$ cat config.mk
export PLATFORM = sky130hd
export DESIGN_NAME = uart_rx
export DESIGN_NICKNAME = d
export VERILOG_FILES = /design/src/rtl/uart_rx.sv
export SDC_FILE = /design/constraint.sdc
export NUM_CORES = 1
export LEC_CHECK = 0
export ABC_CLOCK_PERIOD_IN_PS = 1700
export CELL_PAD_IN_SITES_DETAIL_PLACEMENT = 1
export CELL_PAD_IN_SITES_GLOBAL_PLACEMENT = 2
export CORE_ASPECT_RATIO = 1.1
export CORE_MARGIN = 4
export CORE_UTILIZATION = 35
export CTS_CLUSTER_SIZE = 16
export DETAILED_ROUTE_END_ITERATION = 10
export PLACE_DENSITY_LB_ADDON = 0.1
export SYNTH_ARGS = -nofsm -noshare
export SYNTH_HDL_FRONTEND = slang
export SYNTH_SLANG_ARGS = --single-unit
$ cat constraint.sdc
create_clock -name clk -period 1.7 [get_ports clk]
set_input_delay 0.34 -clock clk [delete_from_list [all_inputs] [get_ports clk]]
set_output_delay 0.34 -clock clk [all_outputs]
set_load 0.05 [all_outputs]
$ cat src/rtl/uart_rx.sv
// uart_rx: 8N1 UART receiver that samples each bit at its centre and hands bytes over with a valid/read handshake.
// Ports: clk system clock; rst async active-high reset; rx serial line (async to clk, idle high);
//        rx_rd one-cycle read strobe; rx_data last received byte; rx_vld unread byte pending;
//        frame_err one-cycle pulse on a 0 stop bit; overrun one-cycle pulse when a byte is dropped.
module uart_rx #(
    parameter logic [9:0] DIV_CNT  = 10'd867,
    parameter logic [9:0] HDIV_CNT = 10'd433
) (
    input  logic       clk,
    input  logic       rst,
    input  logic       rx,
    input  logic       rx_rd,
    output logic [7:0] rx_data,
    output logic       rx_vld,
    output logic       frame_err,
    output logic       overrun
);
    localparam logic [1:0] IDLE  = 2'd0;
    localparam logic [1:0] START = 2'd1;
    localparam logic [1:0] DATA  = 2'd2;
    localparam logic [1:0] STOP  = 2'd3;
    logic       sync_q, rx_s_q, rx_p_q;
    logic [1:0] state_q, state_d;
    logic [9:0] div_q, div_d;
    logic [3:0] bit_q, bit_d;
    logic [7:0] shift_q, shift_d, data_q, data_d;
    logic       vld_q, vld_d, ferr_q, ferr_d, ovr_q, ovr_d;
    logic       div_end, stop_ok, stop_bad, load;
    always_comb begin
        div_end  = div_q == DIV_CNT;
        state_d  = state_q;
        div_d    = div_end ? 10'd0 : div_q + 10'd1;
        bit_d    = bit_q;
        shift_d  = shift_q;
        stop_ok  = 1'b0;
        stop_bad = 1'b0;
        case (state_q)
            IDLE: begin
                div_d = 10'd0;
                // Falling edge only, so a held-low line never restarts a frame.
                if (!rx_s_q && rx_p_q) state_d = START;
            end
            START: if (div_q == HDIV_CNT) begin
                state_d = rx_s_q ? IDLE : DATA;
                div_d   = 10'd0;
                bit_d   = 4'd0;
            end
            DATA: if (div_end) begin
                shift_d = {rx_s_q, shift_q[7:1]};
                bit_d   = bit_q + 4'd1;
                if (bit_q == 4'd7) state_d = STOP;
            end
            default: if (div_end) begin
                // Leave at the stop-bit centre so a back-to-back start edge is not missed.
                state_d  = IDLE;
                stop_ok  = rx_s_q;
                stop_bad = !rx_s_q;
            end
        endcase
        load   = stop_ok && (!vld_q || rx_rd);
        data_d = load ? shift_q : data_q;
        vld_d  = load || (vld_q && !rx_rd);
        ferr_d = stop_bad;
        ovr_d  = stop_ok && !load;
    end
    always_ff @(posedge clk or posedge rst) begin
        if (rst) begin
            sync_q  <= 1'b1;
            rx_s_q  <= 1'b1;
            rx_p_q  <= 1'b1;
            state_q <= IDLE;
            div_q   <= 10'd0;
            bit_q   <= 4'd0;
            shift_q <= 8'h00;
            data_q  <= 8'h00;
            vld_q   <= 1'b0;
            ferr_q  <= 1'b0;
            ovr_q   <= 1'b0;
        end else begin
            sync_q  <= rx;
            rx_s_q  <= sync_q;
            rx_p_q  <= rx_s_q;
            state_q <= state_d;
            div_q   <= div_d;
            bit_q   <= bit_d;
            shift_q <= shift_d;
            data_q  <= data_d;
            vld_q   <= vld_d;
            ferr_q  <= ferr_d;
            ovr_q   <= ovr_d;
        end
    end
    assign rx_data   = data_q;
    assign rx_vld    = vld_q;
    assign frame_err = ferr_q;
    assign overrun   = ovr_q;
endmodule

-- Yosys cells after proc, flatten, opt, wreduce, memory -nomap -nowiden
Cells that the tools add are included.
- add/sub/neg operators: 2
- eq/ne operators: 9
- muxes and demuxes: 17
- reductions and logical operators: 17
- operators with widths (kind ; number):
    two-way mux 10 bit ; 2
    one-hot mux 10 bit (2 select lines) ; 1
    two-way mux 2 bit ; 6
    adder 10 x 1 -> 10 bit (second input constant) ; 1
    == test 10 bit (second input constant) ; 1
    == test 10 x 9 -> 1 bit (second input constant) ; 1
    two-way mux 4 bit ; 2
    inequality test 2 bit (second input constant) ; 4
    one-hot mux 4 bit (2 select lines) ; 1
    one-hot mux 2 bit (3 select lines) ; 1
    AND reduction 5 bit ; 1
    adder 4 x 1 -> 4 bit (second input constant) ; 1
    == test 4 x 3 -> 1 bit (second input constant) ; 1
    logical AND 1 bit ; 4
    logical NOT 1 bit ; 4
    two-way mux 1 bit ; 4
    AND reduction 3 bit ; 1
    nonzero test 3 bit ; 1
    OR reduction 3 bit ; 1
    == test 2 x 1 -> 1 bit (second input constant) ; 1
    == test 2 bit (second input constant) ; 1
    logical NOT 2 bit ; 1
    logical OR 1 bit ; 2
    AND reduction 2 bit ; 1
    nonzero test 2 bit ; 1
- flip-flop bits (word level): 38
- bits of input ports: 4
- output and inout port bits: 11
- word-level logic and storage cells: 56

-- Depth between registers and ports, before layout
Gate-level depths: netlist (run 1).
- word-level depth: 6
- mapped depth: 7
- mapped depth without buffers: 6

-- Worst setup path after synthesis (run 1)
Ideal clock, no wire load.
- kind: register to register
- start: reg div_q[0]
- end: reg data_q[0] (netlist: rx_data[0])
- arrival time: 1.780 ns
- required time: 1.575 ns
- slack: -0.204 ns
- cell stages (with the launch flop): 6
- buffers on the path: 0
- clock period less this slack: 1.904 ns
- path through: dfrtp_1 ha_1 and4bb_2 nand4_2 nor3_4 mux2_2
- word-level cells in the longest chain between the ends: 4
- RTL lines (element ; RTL line ; text):
    start: declaration ; 24 ; logic [9:0] div_q, div_d;
    start signal: assignment ; 84 ; div_q <= div_d;
    == test 10 bit ; 30 ; div_end = div_q == DIV_CNT;
    two-way mux 1 bit ; 53 ; default: if (div_end) begin
    two-way mux 1 bit ; 37 ; case (state_q)
    logical AND 1 bit ; 60 ; load = stop_ok && (!vld_q || rx_rd);
    end signal: assignment ; 87 ; data_q <= data_d;
    end: declaration ; 26 ; logic [7:0] shift_q, shift_d, data_q, data_d;
Every way passes these cells.
A chain may end at the register's enable or synchronous reset.

-- Worst setup path in the final report (run 1)
- start: reg div_q[0]
- end: reg bit_q[2]
- word-level cells in the longest chain between the ends: 3
- RTL lines (element ; RTL line ; text):
    == test 10 x 9 -> 1 bit or == test 10 bit (tied branches) ; 43, 30 ;
    inequality test 2 bit (no source line) ; n/a ;
    AND reduction 3 bit (no source line) * ; n/a ;
    end signal: assignment ; 85 ; bit_q <= bit_d;
    end: declaration ; 25 ; logic [3:0] bit_q, bit_d;
Mark *: on every way between the ends. The rest lies on a longest branch, timed or not.

==> results of run 1 <==
==> kinds of logic after synthesis <==
family | after synthesis | share of synthesized area
compound gates | 12 | 0.05209
xor+xnor | 8 | 0.04109
fa+ha+maj | 3 | 0.02201
buf+inv | 8 | 0.02274
flops | 38 | 0.5598
mux | 18 | 0.1174
simple gates | 51 | 0.1849
==> timing repair <==
action                                  CTS  global route
gates resized for setup                   8            19
endpoints found under the hold margin     0             0
endpoints found under the setup margin   28            32
setup buffers                             4             1
pin swaps                                 6             6
cloned                                    0             0
==> per-layer routing <==
metal,vias up,GRT usage,wire length (um)
met5,-,0,0
met4,0,0.04804,61
met3,5,0.04579,134
met1,624,0.1605,1692
met2,13,0.2337,1962
li1,592,-,-
==> power groups by stage <==
stage	logic, W	clock network (W)	registers [W]
finish	0.000494	0.000662	0.00107
detailed placement	0.000441	0	0.00108
global route	0.000544	0.000721	0.00108
floorplan	0.000216	0	0.00110
global placement	0.000430	0	0.00108
CTS	0.000476	0.000690	0.00106
==> cell type report <==
cell class | instances | area (sq um)
repair buffers | 44 | 406.6
flip-flops and latches | 38 | 954.7
well taps | 56 | 70.07
inverters | 4 | 15.01
fillers | 488 | 2312
multi-input cells | 92 | 830.8
clock buffers | 6 | 82.58
clock inverters | 2 | 12.51
==> stage by stage <==
| step | TNS, ps | cells | setup slack (ps) | area (sq um) | util |
|---|---|---|---|---|---|
| after floorplan | -2880 | 138 | -173.5 | 1725 | - |
| after global placement | -2410 | 230 | -152.5 | 2128 | 0.4543 |
| after detailed placement | -3285 | 230 | -181.5 | 2128 | 0.4543 |
| after CTS | -3419 | 242 | -145.7 | 2283 | 0.4874 |
| after global routing | -4558 | 242 | -186.7 | 2372 | 0.5064 |
| final | -2140 | 242 | -115.3 | 2372 | 0.5064 |
==> registers in the layout, summed over array words and instances, names as in the netlist <==
register	count
state_q	2
rx_p_q	1
rx_s_q	1
frame_err	1
overrun	1
rx_vld	1
bit_q	4
shift_q	8
sync_q	1
div_q	10
rx_data	8
==> final timing paths <==
| kind | slack (ps) | to | from |
|---|---|---|---|
| max in group asynchronous | 1060 | rx_p_q | rst |
| setup / recovery | -120 | bit_q[2] | div_q[0] |
| setup reg to reg | -120 | bit_q[2] | div_q[0] |
| min in group asynchronous | 390 | div_q[0] | rst |
| hold reg to reg | 360 | rx_s_q | sync_q |
| hold / removal | 360 | rx_s_q | sync_q |
==> placed cells by master, fill, tap and decap left out, types with 2 or more instances in the layout <==
cell	instances
clkbuf_8	6
o22a_1	2
nor3_1	13
buf_4	32
mux2_2	8
xnor2_1	3
nand2_1	9
inv_1	4
clkdlybuf4s50_1	3
mux2_4	8
nand3_1	2
dfstp_2	3
nand4_1	3
buf_6	5
a21oi_2	2
buf_12	4
nor2_1	6
xor2_1	5
dfrtp_1	35
mux2i_1	2
nor3_2	2
nor3b_1	2
==> impl_metrics.tcl, run 1 <==
set metrics [dict create \
    synth.most_common_cell "dfrtp_1" \
    mappedNetlistArea_sq_um 1705 \
    clock-root-buffer "clkbuf_8" \
    critPathRequiredTime_ps 1890 \
    drtIter0Drc 65 \
    netlist.area_leader.share 0.5136 \
    start_kind "flop" \
    wl_per_cell_um 15.91 \
    period_needed_ps 1815 \
    p_sw_w 0.0006490 \
    wirelength_um 3851 \
    ys_top_cells_by_area "dfrtp_1 (51%), mux2_2 (11%), dfstp_2 (4.6%), nor3_1 (4.4%), xor2_1 (2.6%)" \
    coreArea_sq_um 4684 \
    max_freq_ghz 0.5509 \
    final_max_slew_viol_count 0 \
    power_frac_seq 0.480 \
    synthesis.nets 145 \
    ys_warn_count 0 \
    die_y_um 81.21 \
    synth_seq_area_share 0.5598 \
    postRouteAntennaNets 0 \
    p_leak_nw 1.099 \
    synth-main-ff-cell "dfrtp_1" \
    yosys_register_bits 38 \
    hpwl_um 2703 \
    vias 1234 \
    clock-sinks 38 \
    violations "setup timing" \
    avgSynthCellArea_sq_um 12.36 \
    cp_max_fo 4 \
    fin_crit_sh 1.068 \
    clkLatencyLatePin_ps 300 \
    cts_buffers 5 \
    clock_path_buffers 2 \
    path_delay_family "simple AND/OR/NAND/NOR gates" \
    cp_cell_sequence "ha_2, nand4_1, or4_4, a21o_4, a221o_1" \
    worst_pin_slew_ps 402.8 \
    htreeDepth 2 \
    avgViaCountPerCell 5.099 \
    critPathBufInv 0 \
    arrival_ps 2000 \
    relSlewSlack 0.7309 \
    drc 0 \
    postCtsHoldBufs 0 \
    holdWs_ps 360.4 \
    portBuffers 14 \
    dr.pass1.iters 3 \
    gp_congestion 0.7288 \
    ir_drop_mv 0.7171 \
    drive_gt1_frac 0.4624 \
    path_clk_slew_ps 80 \
    fin_skew_ps 3.154 \
    grt_pass1_wl_um 6189 \
    die_width_um 74.56 \
    drv_cap 0 \
    power_density_nw_per_um2 936.6 \
    num_rows 26 \
    comb_power_share 0.222 \
    min_path_type "flop to flop" \
    io_pins 15 \
    clock_power_share 0.298 \
    hold_viol_final 0 \
    grt_start_max_net_pins 39 \
    hold_depth 0 \
    start_util 0.3640 \
    critPathMaxStageDelay_ps 470 \
    rsz0062_at_grt "true" \
    end_kind "flop" \
    synthToLayoutAreaGrowth_pct 39.11 \
    ys_async_sr_fraction 1.000 \
    p_sw_frac 0.2921 \
    internal_power_w 0.001573 \
    cts_tree "yes" \
    power_w 0.002222 \
    synthCells 138 \
    worst_slack_ps -115.3 \
    synthTopCellsByCount "dfrtp_1 (35), mux2_2 (16), nor3_1 (15), nand2_1 (9), nor2_1 (6)" \
    yosysTopAreaCell "dfrtp_1" \
    nets 192 \
    crit_cells 5 \
    grt_pass1_vias 1293 \
    critPathSlowestCell "or4_4" \
    grt_remaining_overflow 0 \
    final-setup-viol-count 30 \
    crit_type "flop to flop" \
    outcome "finished, violations left" \
    ys_types 38 \
    antenna_found_initial 0 \
    synth-edff-count 0 \
    die_area_sq_um 6055 \
    track_usage 0.1375 \
    diodes 0 \
    worstRegToRegCells 5 \
]
Power figures use the tool's default switching activity.
==> run 2, diff against run 1 <==
- CAP_MARGIN: not set -> 0
==> results of run 2 <==
Same layout as run 1: the final DEF is identical, and so are final timing and power.
==> run 3, diff against run 2 <==
- CORE_UTILIZATION: 35 -> 38
- DONT_BUFFER_PORTS: not set -> 1
==> run 3 against run 2 <==
- the flow still finishes with violations (setup timing)
- fmax is 2.9% higher
- flip-flop and latch count is the same
- register-to-register slack better by 50 ps
- cell count is 5.4% lower
- hold slack lost 320 ps
- combinational power increased by 5.5%
- die area shrank 7.1%
- critical path type unchanged
==> impl_metrics.tcl, run 3 (synthesis gave the netlist of run 1 again) <==
set metrics [dict create \
    synthToLayoutAreaGrowth_pct 33.75 \
    end_kind "flop" \
    r2r_slack_ps -60 \
    worst_slack_ps -63.33 \
    ir_drop_mv 0.5449 \
    power_frac_seq 0.421 \
    min_path_type "primary input to async pin" \
    start_kind "flop" \
    vias 1199 \
    dr.pass1.iters 2 \
    crit_type "flop to flop" \
    largest_reg_flops 10 \
    cts_buffers 5 \
    diodes 0 \
    comb_power_share 0.206 \
    final-setup-viol-count 28 \
    postRouteAntennaNets 0 \
    die_width_um 71.88 \
    rsz0062_at_grt "true" \
    final_cell_mix "dfrtp_1 (35), buf_4 (30), mux2_4 (16)" \
    avgViaCountPerCell 5.236 \
    regToRegStartpoint "div_q[3]" \
    die_area_sq_um 5625 \
    drive_gt1_frac 0.4171 \
    p_leak_nw 1.057 \
    largest-register "div_q" \
    clkLatencyLatePin_ps 290 \
    p_sw_w 0.0006373 \
    grt_pass1_wl_um 6555 \
    grt_remaining_overflow 0 \
    seq_area_sq_um 954.7 \
    worst_pin_slew_ps 481.4 \
    p_sw_frac 0.2517 \
    period_needed_ps 1763 \
    pre_cts_ws_ps -142.1 \
    fill_cells 444 \
    internal_power_w 0.001895 \
    portBuffers 0 \
    grt_start_max_net_pins 39 \
    path_clk_slew_ps 70 \
    nets 181 \
    htreeDepth 2 \
    cp_max_fo 9 \
    clock_power_share 0.373 \
    worstRegToRegCells 4 \
    drv_cap 0 \
    track_usage 0.1520 \
    fin_crit_sh 1.037 \
    drtIter0Drc 34 \
    outcome "finished, violations left" \
    drc 0 \
    arrival_ps 1940 \
    antenna_found_initial 0 \
    relSlewSlack 0.6791 \
    hold_viol_final 0 \
    num_rows 25 \
    clock-root-buffer "clkbuf_8" \
    fin_skew_ps 6.207 \
    violations "setup timing" \
    clock-sinks 38 \
    die_y_um 78.26 \
    clock_path_buffers 2 \
    power_density_nw_per_um2 1110 \
    critPathRequiredTime_ps 1870 \
    wirelength_um 3842 \
    start_util 0.3951 \
    coreArea_sq_um 4317 \
    final_max_slew_viol_count 0 \
    hpwl_um 2711 \
    postCtsHoldBufs 0 \
    gp_congestion 0.7972 \
    cts_tree "yes" \
    io_pins 15 \
    multi_input_area_sq_um 815.8 \
    max_freq_ghz 0.5671 \
    grt_pass1_vias 1290 \
    final_common_cell "dfrtp_1" \
    wl_per_cell_um 16.78 \
    r2r_end "shift_q[6]" \
    holdWs_ps 43.04 \
]
## run 3: repair_timing
action / CTS / global route
setup buffers: 3 / 3
endpoints found under the setup margin: 30 / 31
gates resized for setup: 20 / 1
pin swaps: 4 / 1
## run 3: worst max-delay path, stage by stage, from the launching register on
cell and delay [ps]:
dfrtp_1 400, or3b_4 430, nor4b_4 330, buf_12 190, mux2_4 310
## run 3: routing by layer
layer | GRT usage | vias to the layer above | routed length (um)
met5 | 0 | - | 0
met4 | 0.05075 | 0 | 57
met3 | 0.04225 | 7 | 115
met2 | 0.2555 | 16 | 1927
met1 | 0.1867 | 606 | 1742
li1 | - | 570 | -
## run 3: cell type report
cell class / instances / share of cell area
clock buffer: 6 / 0.03620
multi-input combinational: 92 / 0.3577
clock inverter: 2 / 0.02633
sequential: 38 / 0.4185
inverter: 4 / 0.006583
tap: 54 / 0.02962
timing repair buffer: 33 / 0.1251
## run 3: how the worst max path moves through the flow
stage,cells after the start,start,slack [ps],to
after floorplan,4,div_q[3],-170,shift_q[0]
after CTS,6,div_q[1],-60,bit_q[2]
after global placement,6,div_q[1],-100,rx_data[5]
final,4,div_q[3],-60,shift_q[6]
after global routing,6,div_q[1],-120,bit_q[2]
after detailed placement,6,div_q[1],-140,rx_data[6]
## run 3: power groups by stage
stage | clock network (W) | registers (W) | logic [W]
6_report | 0.000945 | 0.00107 | 0.000521
5_1_grt | 0.00102 | 0.00108 | 0.000578
3_5_place_dp | 0 | 0.00108 | 0.000437
2_1_floorplan | 0 | 0.00110 | 0.000216
3_3_place_gp | 0 | 0.00108 | 0.000419
4_1_cts | 0.000968 | 0.00107 | 0.000485
## run 3: through the flow
stage / setup TNS (ps) / area (sq um) / utilization / total power, W / instances
after floorplan: -2880 / 1725 / - / 0.001315 / 138
after global placement: -1655 / 2008 / 0.4652 / 0.001497 / 215
after detailed placement: -2478 / 2008 / 0.4652 / 0.001520 / 215
after CTS: -911.6 / 2253 / 0.5220 / 0.002521 / 226
after global routing: -3044 / 2281 / 0.5284 / 0.002671 / 229
final: -932.4 / 2281 / 0.5284 / 0.002532 / 229
